<file path="src/rtl/clock_pkg.sv">
// Shared timing helpers and FSM encoding for buzzer blocks.
// Used by buzz_tone_gen, tone_div and the alarm/chime blocks.
package clock_pkg;

  typedef enum logic [1:0] {
    IDLE = 2'd0,
    ON   = 2'd1,
    OFF  = 2'd2
  } state_t;

  function automatic int half_cyc(input int clk_hz, input int tone_hz);
    return clk_hz / (2 * tone_hz);
  endfunction

  function automatic int ms_cyc(input int clk_hz, input int ms);
    return clk_hz / 1000 * ms;
  endfunction

  // Counter width that never collapses to zero bits.
  function automatic int cw(input int n);
    return (n <= 1) ? 1 : $clog2(n);
  endfunction

endpackage

</file>
<file path="src/rtl/buzz_tone_gen_tone_div.sv">
// tone_div: clearable divide-by-HALF toggle generator.
// Ports: clk, rst_n, clr (sync clear), en (count), tone (square wave).
import clock_pkg::*;

module tone_div #(
  parameter int HALF = 5
) (
  input  logic clk,
  input  logic rst_n,
  input  logic clr,
  input  logic en,
  output logic tone
);

  localparam int W = cw(HALF);

  logic [W-1:0] cnt;

  always_ff @(posedge clk or negedge rst_n) begin
    if (!rst_n) begin
      cnt  <= '0;
      tone <= 1'b0;
    end else if (clr) begin
      cnt  <= '0;
      tone <= 1'b0;
    end else if (en) begin
      if (cnt == W'(HALF - 1)) begin
        cnt  <= '0;
        tone <= ~tone;
      end else begin
        cnt <= cnt + 1'b1;
      end
    end
  end

endmodule

</file>
<file path="src/rtl/buzz_tone_gen.sv">
// buzz_tone_gen: beep-burst responder driving a piezo buzzer.
// Ports: clk, rst_n, req, beeps[4:0], abort -> buzz_out, cycle, busy, done.
import clock_pkg::*;

module buzz_tone_gen #(
  parameter int CLK_HZ  = 100_000_000,
  parameter int TONE_HZ = 2000,
  parameter int BEEP_MS = 250,
  parameter int GAP_MS  = 250
) (
  input  logic       clk,
  input  logic       rst_n,
  input  logic       req,
  input  logic [4:0] beeps,
  input  logic       abort,
  output logic       buzz_out,
  output logic       cycle,
  output logic       busy,
  output logic       done
);

  localparam int HALF    = half_cyc(CLK_HZ, TONE_HZ);
  localparam int ON_CYC  = ms_cyc(CLK_HZ, BEEP_MS);
  localparam int OFF_CYC = ms_cyc(CLK_HZ, GAP_MS);
  localparam int PMAX    = (ON_CYC > OFF_CYC) ? ON_CYC : OFF_CYC;
  localparam int PW      = cw(PMAX);

  if (HALF < 1 || ON_CYC < 1 || OFF_CYC < 1) begin : g_bad_cfg
    $error("buzz_tone_gen: derived cycle counts must be >= 1");
  end

  state_t        state, nxt;
  logic [PW-1:0] pcnt, pcnt_nxt;
  logic [4:0]    rem, rem_nxt;
  logic          cycle_nxt, done_nxt;
  logic          tone;

  always_ff @(posedge clk or negedge rst_n) begin
    if (!rst_n) begin
      state <= IDLE;
      pcnt  <= '0;
      rem   <= '0;
      cycle <= 1'b0;
      done  <= 1'b0;
    end else begin
      state <= nxt;
      pcnt  <= pcnt_nxt;
      rem   <= rem_nxt;
      cycle <= cycle_nxt;
      done  <= done_nxt;
    end
  end

  always_comb begin
    nxt       = state;
    pcnt_nxt  = pcnt;
    rem_nxt   = rem;
    cycle_nxt = 1'b0;
    done_nxt  = 1'b0;
    if (abort) begin
      nxt      = IDLE;
      pcnt_nxt = '0;
      rem_nxt  = '0;
    end else begin
      unique case (state)
        IDLE: begin
          if (req) begin
            if (beeps != 5'd0) begin
              rem_nxt  = beeps;
              pcnt_nxt = '0;
              nxt      = ON;
            end else begin
              done_nxt = 1'b1;
            end
          end
        end
        ON: begin
          if (pcnt == PW'(ON_CYC - 1)) begin
            pcnt_nxt = '0;
            nxt      = OFF;
          end else begin
            pcnt_nxt = pcnt + 1'b1;
          end
        end
        OFF: begin
          if (pcnt == PW'(OFF_CYC - 1)) begin
            pcnt_nxt  = '0;
            cycle_nxt = 1'b1;
            rem_nxt   = rem - 1'b1;
            if (rem == 5'd1) begin
              done_nxt = 1'b1;
              nxt      = IDLE;
            end else begin
              nxt = ON;
            end
          end else begin
            pcnt_nxt = pcnt + 1'b1;
          end
        end
        default: begin
          nxt      = IDLE;
          pcnt_nxt = '0;
          rem_nxt  = '0;
        end
      endcase
    end
  end

  // Divider held clear outside ON so every beep starts at phase 0.
  tone_div #(
    .HALF (HALF)
  ) u_div (
    .clk   (clk),
    .rst_n (rst_n),
    .clr   (state != ON),
    .en    (state == ON),
    .tone  (tone)
  );

  assign buzz_out = tone & (state == ON);
  assign busy     = (state == ON) || (state == OFF);

endmodule

</file>
<file path="config.mk">
export PLATFORM = sky130hd
export DESIGN_NAME = buzz_tone_gen
export DESIGN_NICKNAME = d
export VERILOG_FILES = /design/src/rtl/clock_pkg.sv /design/src/rtl/buzz_tone_gen_tone_div.sv /design/src/rtl/buzz_tone_gen.sv
export SDC_FILE = /design/constraint.sdc
export NUM_CORES = 1
export LEC_CHECK = 0
export ABC_AREA = 1
export ABC_CLOCK_PERIOD_IN_PS = 1700
export CAP_MARGIN = 20
export CORE_MARGIN = 4
export CORE_UTILIZATION = 60
export CTS_CLUSTER_DIAMETER = 30
export CTS_CLUSTER_SIZE = 40
export DETAILED_ROUTE_END_ITERATION = 10
export HOLD_SLACK_MARGIN = 0.02
export PLACE_DENSITY_LB_ADDON = 0.3
export SLEW_MARGIN = 20
export SYNTH_ARGS = -nofsm -noshare
export SYNTH_HDL_FRONTEND = slang
export SYNTH_HIERARCHICAL = 1
export SYNTH_SLANG_ARGS = --single-unit
export TNS_END_PERCENT = 100
</file>
<file path="constraint.sdc">
create_clock -name clk -period 1.7 [get_ports clk]
set_input_delay 0.425 -clock clk [delete_from_list [all_inputs] [get_ports clk]]
set_output_delay 0.425 -clock clk [all_outputs]
set_load 0.005 [all_outputs]
</file>
==> results of run 1 <==
-- metal layers --
metal  vias up  wire (um)
li1       1632          -
met1      1570       3700
met2       134       4330
met3        15        469
met4         0        142
met5         -          0
-- through the flow --
| step | total power (W) | utilization, % | setup WS, ns | hold slack, ns | std cells |
|---|---|---|---|---|---|
| after floorplan | 0.00236 | - | 0.142 | 0.129 | 487 |
| after global placement | 0.00290 | 70.8 | -0.160 | 0.395 | 588 |
| after detailed placement | 0.00294 | 70.8 | -0.230 | 0.407 | 588 |
| after CTS | 0.00388 | 74.1 | 0.0138 | 0.0708 | 601 |
| after global routing | 0.00429 | 75.9 | -0.118 | 0.0857 | 605 |
| final | 0.00405 | 75.9 | 0.00875 | 0.0594 | 605 |
-- worst max-delay path by stage --
stage	end	slack, ns	cells past startpoint
2_1_floorplan	pcnt[19]$_DFFE_PN0P_	0.14	10
3_3_place_gp	pcnt[8]$_DFFE_PN0P_	-0.16	9
3_5_place_dp	pcnt[13]$_DFFE_PN0P_	-0.23	9
4_1_cts	busy	0.01	3
5_1_grt	state[1]$_DFFE_PN0P_	-0.12	10
6_report	buzz_out	0.009	5
-- registers in the layout, summed over array words and instances, names as in the netlist --
name	count
cycle	1
done	1
pcnt	25
rem	5
state	2
u_div/cnt	15
u_div/tone	1
-- Yosys cell counts (all sizes together) --
library cell and instances:
a21oi 7, xnor2 2, nand3 33, nand2 156
xor2 14, dfrtp 50, o22ai 3, clkinv 2
o211ai 1, o21bai 3, ha 8, o21ai 7
nand4 27, buf 7, nor2 92, nand3b 2
inv 62, or2 1, nor3 10
-- cell usage in the layout, fill, tap and decap left out, types with 2 or more instances in the layout --
cell type	n
inv_2	6
inv_1	56
buf_4	28
nor2_1	84
buf_6	2
xor2_1	14
nand3_1	27
dfrtp_2	3
nand4_1	27
nor2_4	4
nand3_4	4
buf_2	2
clkdlybuf4s50_1	9
nor3_1	9
nand2_2	10
nand3b_1	2
o21bai_1	3
nand2_1	146
ha_1	4
ha_4	3
xnor2_1	2
nor2_2	4
buf_12	3
dfrtp_1	47
o22ai_1	3
clkbuf_8	7
nand3_2	2
a21oi_1	7
o21ai_0	5
o21ai_1	2
-- where the power goes --
| part | internal [W] | switching (W) |
|---|---|---|
| clock | 0.000374 | 0.000413 |
| combinational | 0.000790 | 0.00106 |
| sequential | 0.00130 | 0.000116 |
| total | 0.00247 | 0.00158 |
-- layout make-up --
type / instances / area, um2
multi-input combinational: 367 / 1880
fill: 414 / 1270
sequential: 50 / 1250
timing repair buffer: 46 / 423
inverter: 64 / 244
clock buffer: 7 / 96.3
tap: 70 / 87.6
clock inverter: 1 / 8.76
-- cells by family (layout without fill, tap and decap cells) --
logic type	after synthesis	after routing	synth area share [%]
compound gates	21	21	3.55
flops	50	50	37.4
xor+xnor	16	16	4.19
simple gates	321	322	43.2
fa+ha+maj	8	8	2.99
buf+inv	71	118	8.71
-- what timing repair did --
item	4_1_cts	5_1_grt
pin swaps	3	9
setup buffers	6	2
cloned	0	2
gates resized for setup	13	16
endpoints found under the setup margin	11	36
==> metrics.md, run 1 <==
| Metric | Value |
|---|---|
| Worst Hold Class | in -> async |
| Grt met3 use | 3.90% |
| Critical Path Source | state[0]$_DFFE_PN0P_ |
| Total grt overflow | 0 |
| Worst path max stage delay | 0.43 ns |
| Die area | 6840 um2 |
| Clk_skew | 0.00776 ns |
| Min Clock Period, post-route | 1.69 ns |
| All-Layer GR Usage | 26.0% |
| DRC viols | 0 |
| Cell Area, Synth | 3350 um2 |
| Final Setup Violations | 0 |
| Max cap viols | 0 |
| # rows | 26 |
| CP arrival | 1.27 ns |
| Top Ports | 13 |
| Clk pin slew, worst setup/hold paths | 0.10 ns |
| Width of the chip | 82.7 um |
| Vias in the first global route | 3094 |
| Critical-path top delay cell | dfrtp_1 |
| Initial antenna violation count | 0 |
| TritonRoute pass-1 iters | 5 |
| FF+latch count, synth | 50 |
| Peak VDD IR | 0.721 mV |
| Synth area leader | dfrtp_1 |
| Worst R2R Start | pcnt[10]$_DFFE_PN0P_ |
| Met2 Usage GRT | 43.7% |
| Total CTS buffers | 5 |
| Leakage | 1.92 nW |
| Total routed wirelength | 8.64 mm |
| Drt via density | 5.54 |
| CTS tree | built |
| Tightest Pin Transition | 0.477 ns |
| Status | finished clean |
| CP bufs+invs | 3 |
| FMAX | 0.591 GHz |
| Nets@finish | 551 |
| H-tree Lvls | 2 |
| Critical Path RT | 1.27 ns |
| Detailed-route via count | 3351 |
| Drt wl/cell | 14.3 um |
| Area after DPL | 3730 um2 |
| R2R cell count | 10 |
| Seq/Total Area, Yosys | 37.4% |
| Final clock period utilization by the worst path | 99.5% |
| Largest net degree at the start of global routing | 33 |
| Post-synthesis net count | 504 |
| Initial core utilization | 63.5% |
| DP HPWL | 6.07 mm |
| Post-route setup TNS | 0 ns |
| RSZ-0062 raised after global routing | yes |
| Reg-to-reg slack, setup | 0.02 ns |
| Share of cells above drive strength 1 | 16.1% |
| Area contributors post-synth | dfrtp_1 37%, nand2_1 17%, nor2_1 9.4%, inv_1 6.6%, nand4_1 5.0% |
| Synth unique cells | 29 |
| Met1 Usage GRT | 33.7% |
| Critical path endpoint category | output port |
| Gpl congestion | 0.898 |
| CTS Root Cell | clkbuf_8 |
| Fin area | 4000 um2 |
| GRT busiest layer | met2 |
| First-pass GRT wire length | 13.7 mm |
| Antenna viol nets, final | 0 |
| Clk_lat worst skew | 0.31 ns |
| Cell count after synthesis | 487 |
| # hold bufs at CTS | 0 |
| Crit-path leading delay family | flip-flops |
| Final Max Tran Viols | 0 |
| Share of the synthesized area in the top cell type | 37.4% |
| Clk sinks | 50 |
| Die Ht | 82.7 um |
| Core Region | 5270 um2 |
| Worst Setup Path Type | reg -> out |
| Crit path max fanout | 4 |
| Area grow syn2layout | 19.4% |
| Worst-case clock buffer depth | 2 |
| Worst path cell trace | buf_6, ha_4, nand2_2, inv_2, buf_2 |
| Fin. Hold Viols | 0 |
| Port buffer count | 12 |
| Antenna fix cells | 0 |
| PwrDens | 1010 nW/um2 |
| Startpoint types | flop |
| Crit Reg-Reg Endpoint | state[1]$_DFFE_PN0P_ |
| Avg Cell Area, Syn | 6.87 um2 |
| Drt initial violations | 327 |
| Slew margin rel. | 68.2% |
| Yosys warns | 6 |
Note: power is estimated with default switching activity, not from simulation.
==> run 2: changes to the inputs <==
- CTS_CLUSTER_SIZE: 40 -> default
==> results of run 2 <==
The final DEF is identical to that of run 1; final timing and power are the same.
==> run 3: changes to the inputs <==
- SYNTH_HIERARCHICAL: 1 -> default
==> run 3 against run 2 <==
  * Count of clock-buffer cells in the layout fell by 1
  * Setup slack improved by 0.0080 ns
  * Highest routed layer unchanged
  * Combinational power fell by 13%
  * Non-clock buffer count did not move
  * Global-route usage fell by 0.51 points
  * Cell count rose by 1.7%
  * Power fell by 6.6%
  * Via count rose by 1.2%
==> metrics.md, run 3 <==
| Metric | Value |
|---|---|
| Status | finished clean |
| Post-synthesis async set-or-reset flop share | 100% |
| Fin. Hold Viols | 0 |
| Nets@finish | 560 |
| Startpoint types | flop |
| Most frequent cell after synthesis | nand2_1 |
| Critical Path RT | 1.93 ns |
| Avg Cell Area, Syn | 6.80 um2 |
| Vias in the first global route | 3256 |
| Clk_skew | 0.00923 ns |
| Core Region | 5470 um2 |
| Die area | 6890 um2 |
| Critical-path top delay cell | dfrtp_1 |
| TritonRoute pass-1 iters | 5 |
| Tightest Pin Transition | 0.443 ns |
| Width of the chip | 83.0 um |
| Drt initial violations | 274 |
| Worst-case clock buffer depth | 2 |
| Area grow syn2layout | 19.3% |
| Die Ht | 83.0 um |
| Final Max Tran Viols | 0 |
| Drt via density | 5.51 |
| PwrDens | 940 nW/um2 |
| Top Ports | 13 |
| Port buffer count | 12 |
| H-tree Lvls | 2 |
| Detailed-route via count | 3390 |
| Commonest non-fill, non-tap cell in the layout | nand2_1 |
| Setup ws final | 0.0168 ns |
| RSZ-0062 raised after global routing | yes |
| FMAX | 0.594 GHz |
| Worst Setup Path Type | reg -> reg |
| Area after DPL | 3770 um2 |
| Slew margin rel. | 70.2% |
| Synth unique cells | 33 |
| Fin area | 4030 um2 |
| CTS Root Cell | clkbuf_8 |
| Area contributors post-synth | dfrtp_1 37%, nand2_1 13%, nor2_1 11%, nand3_1 7.0%, inv_1 6.8% |
| Antenna fix cells | 0 |
| DP HPWL | 6.15 mm |
| Synth area leader | dfrtp_1 |
| Drt wl/cell | 13.9 um |
| Crit-path leading delay family | buffers and inverters |
| Critical path endpoint category | flop |
| Largest Register | pcnt |
| Clk pin slew, worst setup/hold paths | 0.10 ns |
| Commonest cells after routing, fill and taps aside | 118 x nand2_1, 92 x nor2_1, 59 x inv_1, 46 x nand3_1, 45 x dfrtp_1 |
| Max cap viols | 0 |
| Antenna viol nets, final | 0 |
| All-Layer GR Usage | 25.5% |
| Share of the synthesized area in the top cell type | 37.1% |
| Regs by FF count | pcnt: 25 flops, u_div.cnt: 15 flops, rem: 5 flops |
| DRC viols | 0 |
| Clk_lat worst skew | 0.32 ns |
| # rows | 27 |
| Worst Hold Class | in -> async |
| Reg-to-reg slack, setup | 0.02 ns |
| Largest net degree at the start of global routing | 51 |
| Cell count after synthesis | 496 |
| Post-synth EDFFs | 0 |
| Pre-CTS WS | -0.281 ns |
| Post-synthesis net count | 514 |
| Synth top cells by count | 118 x nand2_1, 99 x nor2_1, 61 x inv_1 |
| Share of cells above drive strength 1 | 16.0% |
| Final Setup Violations | 0 |
| Final clock period utilization by the worst path | 99.0% |
| Cell Area, Synth | 3370 um2 |
| Crit path max fanout | 4 |
| Max FFs per register | 25 |
| Clk sinks | 50 |
| Min Clock Period, post-route | 1.68 ns |
| Initial antenna violation count | 0 |
| Peak VDD IR | 0.601 mV |
| Seq/Total Area, Yosys | 37.1% |
| Leakage | 1.75 nW |
| Initial core utilization | 61.7% |
| Gpl congestion | 0.946 |
| First-pass GRT wire length | 14.6 mm |
| Total CTS buffers | 5 |
| Worst path max stage delay | 0.41 ns |
| Total routed wirelength | 8.54 mm |
| Yosys warns | 0 |
| Worst path cell trace | inv_2, buf_6, ha_4, inv_2, nor2_8, inv_1, a21oi_4, buf_6, nor3_1, nor3_2 |
| Most used DFF post-synth | dfrtp_1 |
| Total grt overflow | 0 |
| FF+latch count, synth | 50 |
| CP arrival | 1.92 ns |
| CTS tree | built |
| CP bufs+invs | 5 |
## run 3: cell types whose count changed after synthesis, sizes merged, moves of 12 or more
cell / delta
nor2: +13
nand2: -30
nor3: +12
nand4: -12
nand3: +15
## run 3: area by class of cell
class | instances | area [um2]
Multi-Input combinational cell | 375 | 1920
Clock inverter | 2 | 17.5
Clock buffer | 6 | 82.6
Sequential cell | 50 | 1260
Timing Repair Buffer | 46 | 408
Inverter | 64 | 245
Fill cell | 448 | 1450
Tap cell | 72 | 90.1
## run 3: what timing repair did
| action | 4_1_cts | 5_1_grt |
|---|---|---|
| gates resized for setup | 12 | 25 |
| cloned | 1 | 1 |
| pin swaps | 1 | 5 |
| hold buffers | 0 | 0 |
| setup endpoints to repair | 3 | 35 |
| setup buffers | 1 | 5 |
## run 3: worst paths after layout
path | startpoint | endpoint | cells past startpoint
hold reg to reg | rem[4]$_DFFE_PN0P_ | rem[4]$_DFFE_PN0P_ | 2
setup reg to reg | state[1]$_DFFE_PN0P_ | pcnt[3]$_DFFE_PN0P_ | 10
min in group clk | rem[4]$_DFFE_PN0P_ | rem[4]$_DFFE_PN0P_ | 2
hold / removal | rst_n | u_div.cnt[13]$_DFF_PN0_ | 2
max in group asynchronous | rst_n | pcnt[11]$_DFFE_PN0P_ | 2
setup / recovery | state[1]$_DFFE_PN0P_ | pcnt[3]$_DFFE_PN0P_ | 10
## run 3: through the flow
stage	std cells	util, %	total power, W	setup TNS (ns)	hold slack [ns]
global placement	599	68.9	0.00275	-3.65	0.431
detailed placement	599	68.9	0.00280	-5.23	0.434
floorplan	496	-	0.00228	0	0.129
CTS	609	71.3	0.00363	0	0.0942
global route	615	73.5	0.00406	-1.06	0.0929
finish	615	73.5	0.00378	0	0.0672
## run 3: kinds of logic (layout without fill, tap and decap cells)
kind of cell / after synthesis / count (layout) / synth area share, %
AOI/OAI and AO/OA: 33 / 33 / 5.78
DFF: 50 / 50 / 37.1
xor gates and xnor gates: 8 / 8 / 2.08
adders and majority gates: 9 / 9 / 3.34
and+or+nand+nor: 323 / 325 / 43.2
buffers and inverters: 73 / 118 / 8.57
## run 3: where the power goes
group          leakage (nW)  switching (W)  internal [W]
Sequential            0.682       0.000117       0.00131
Combinational          1.01       0.000947      0.000655
Clock                0.0514       0.000419      0.000335
## run 3: metal layers
| metal | global-route usage, % | share of wire, % | vias to the layer above |
|---|---|---|---|
| met3 | 4.56 | 6.3 | 29 |
| li1 | - | - | 1679 |
| met1 | 32.4 | 43 | 1538 |
| met4 | 8.62 | 2.8 | 0 |
| met5 | 0 | 0 | - |
| met2 | 43.7 | 48 | 144 |
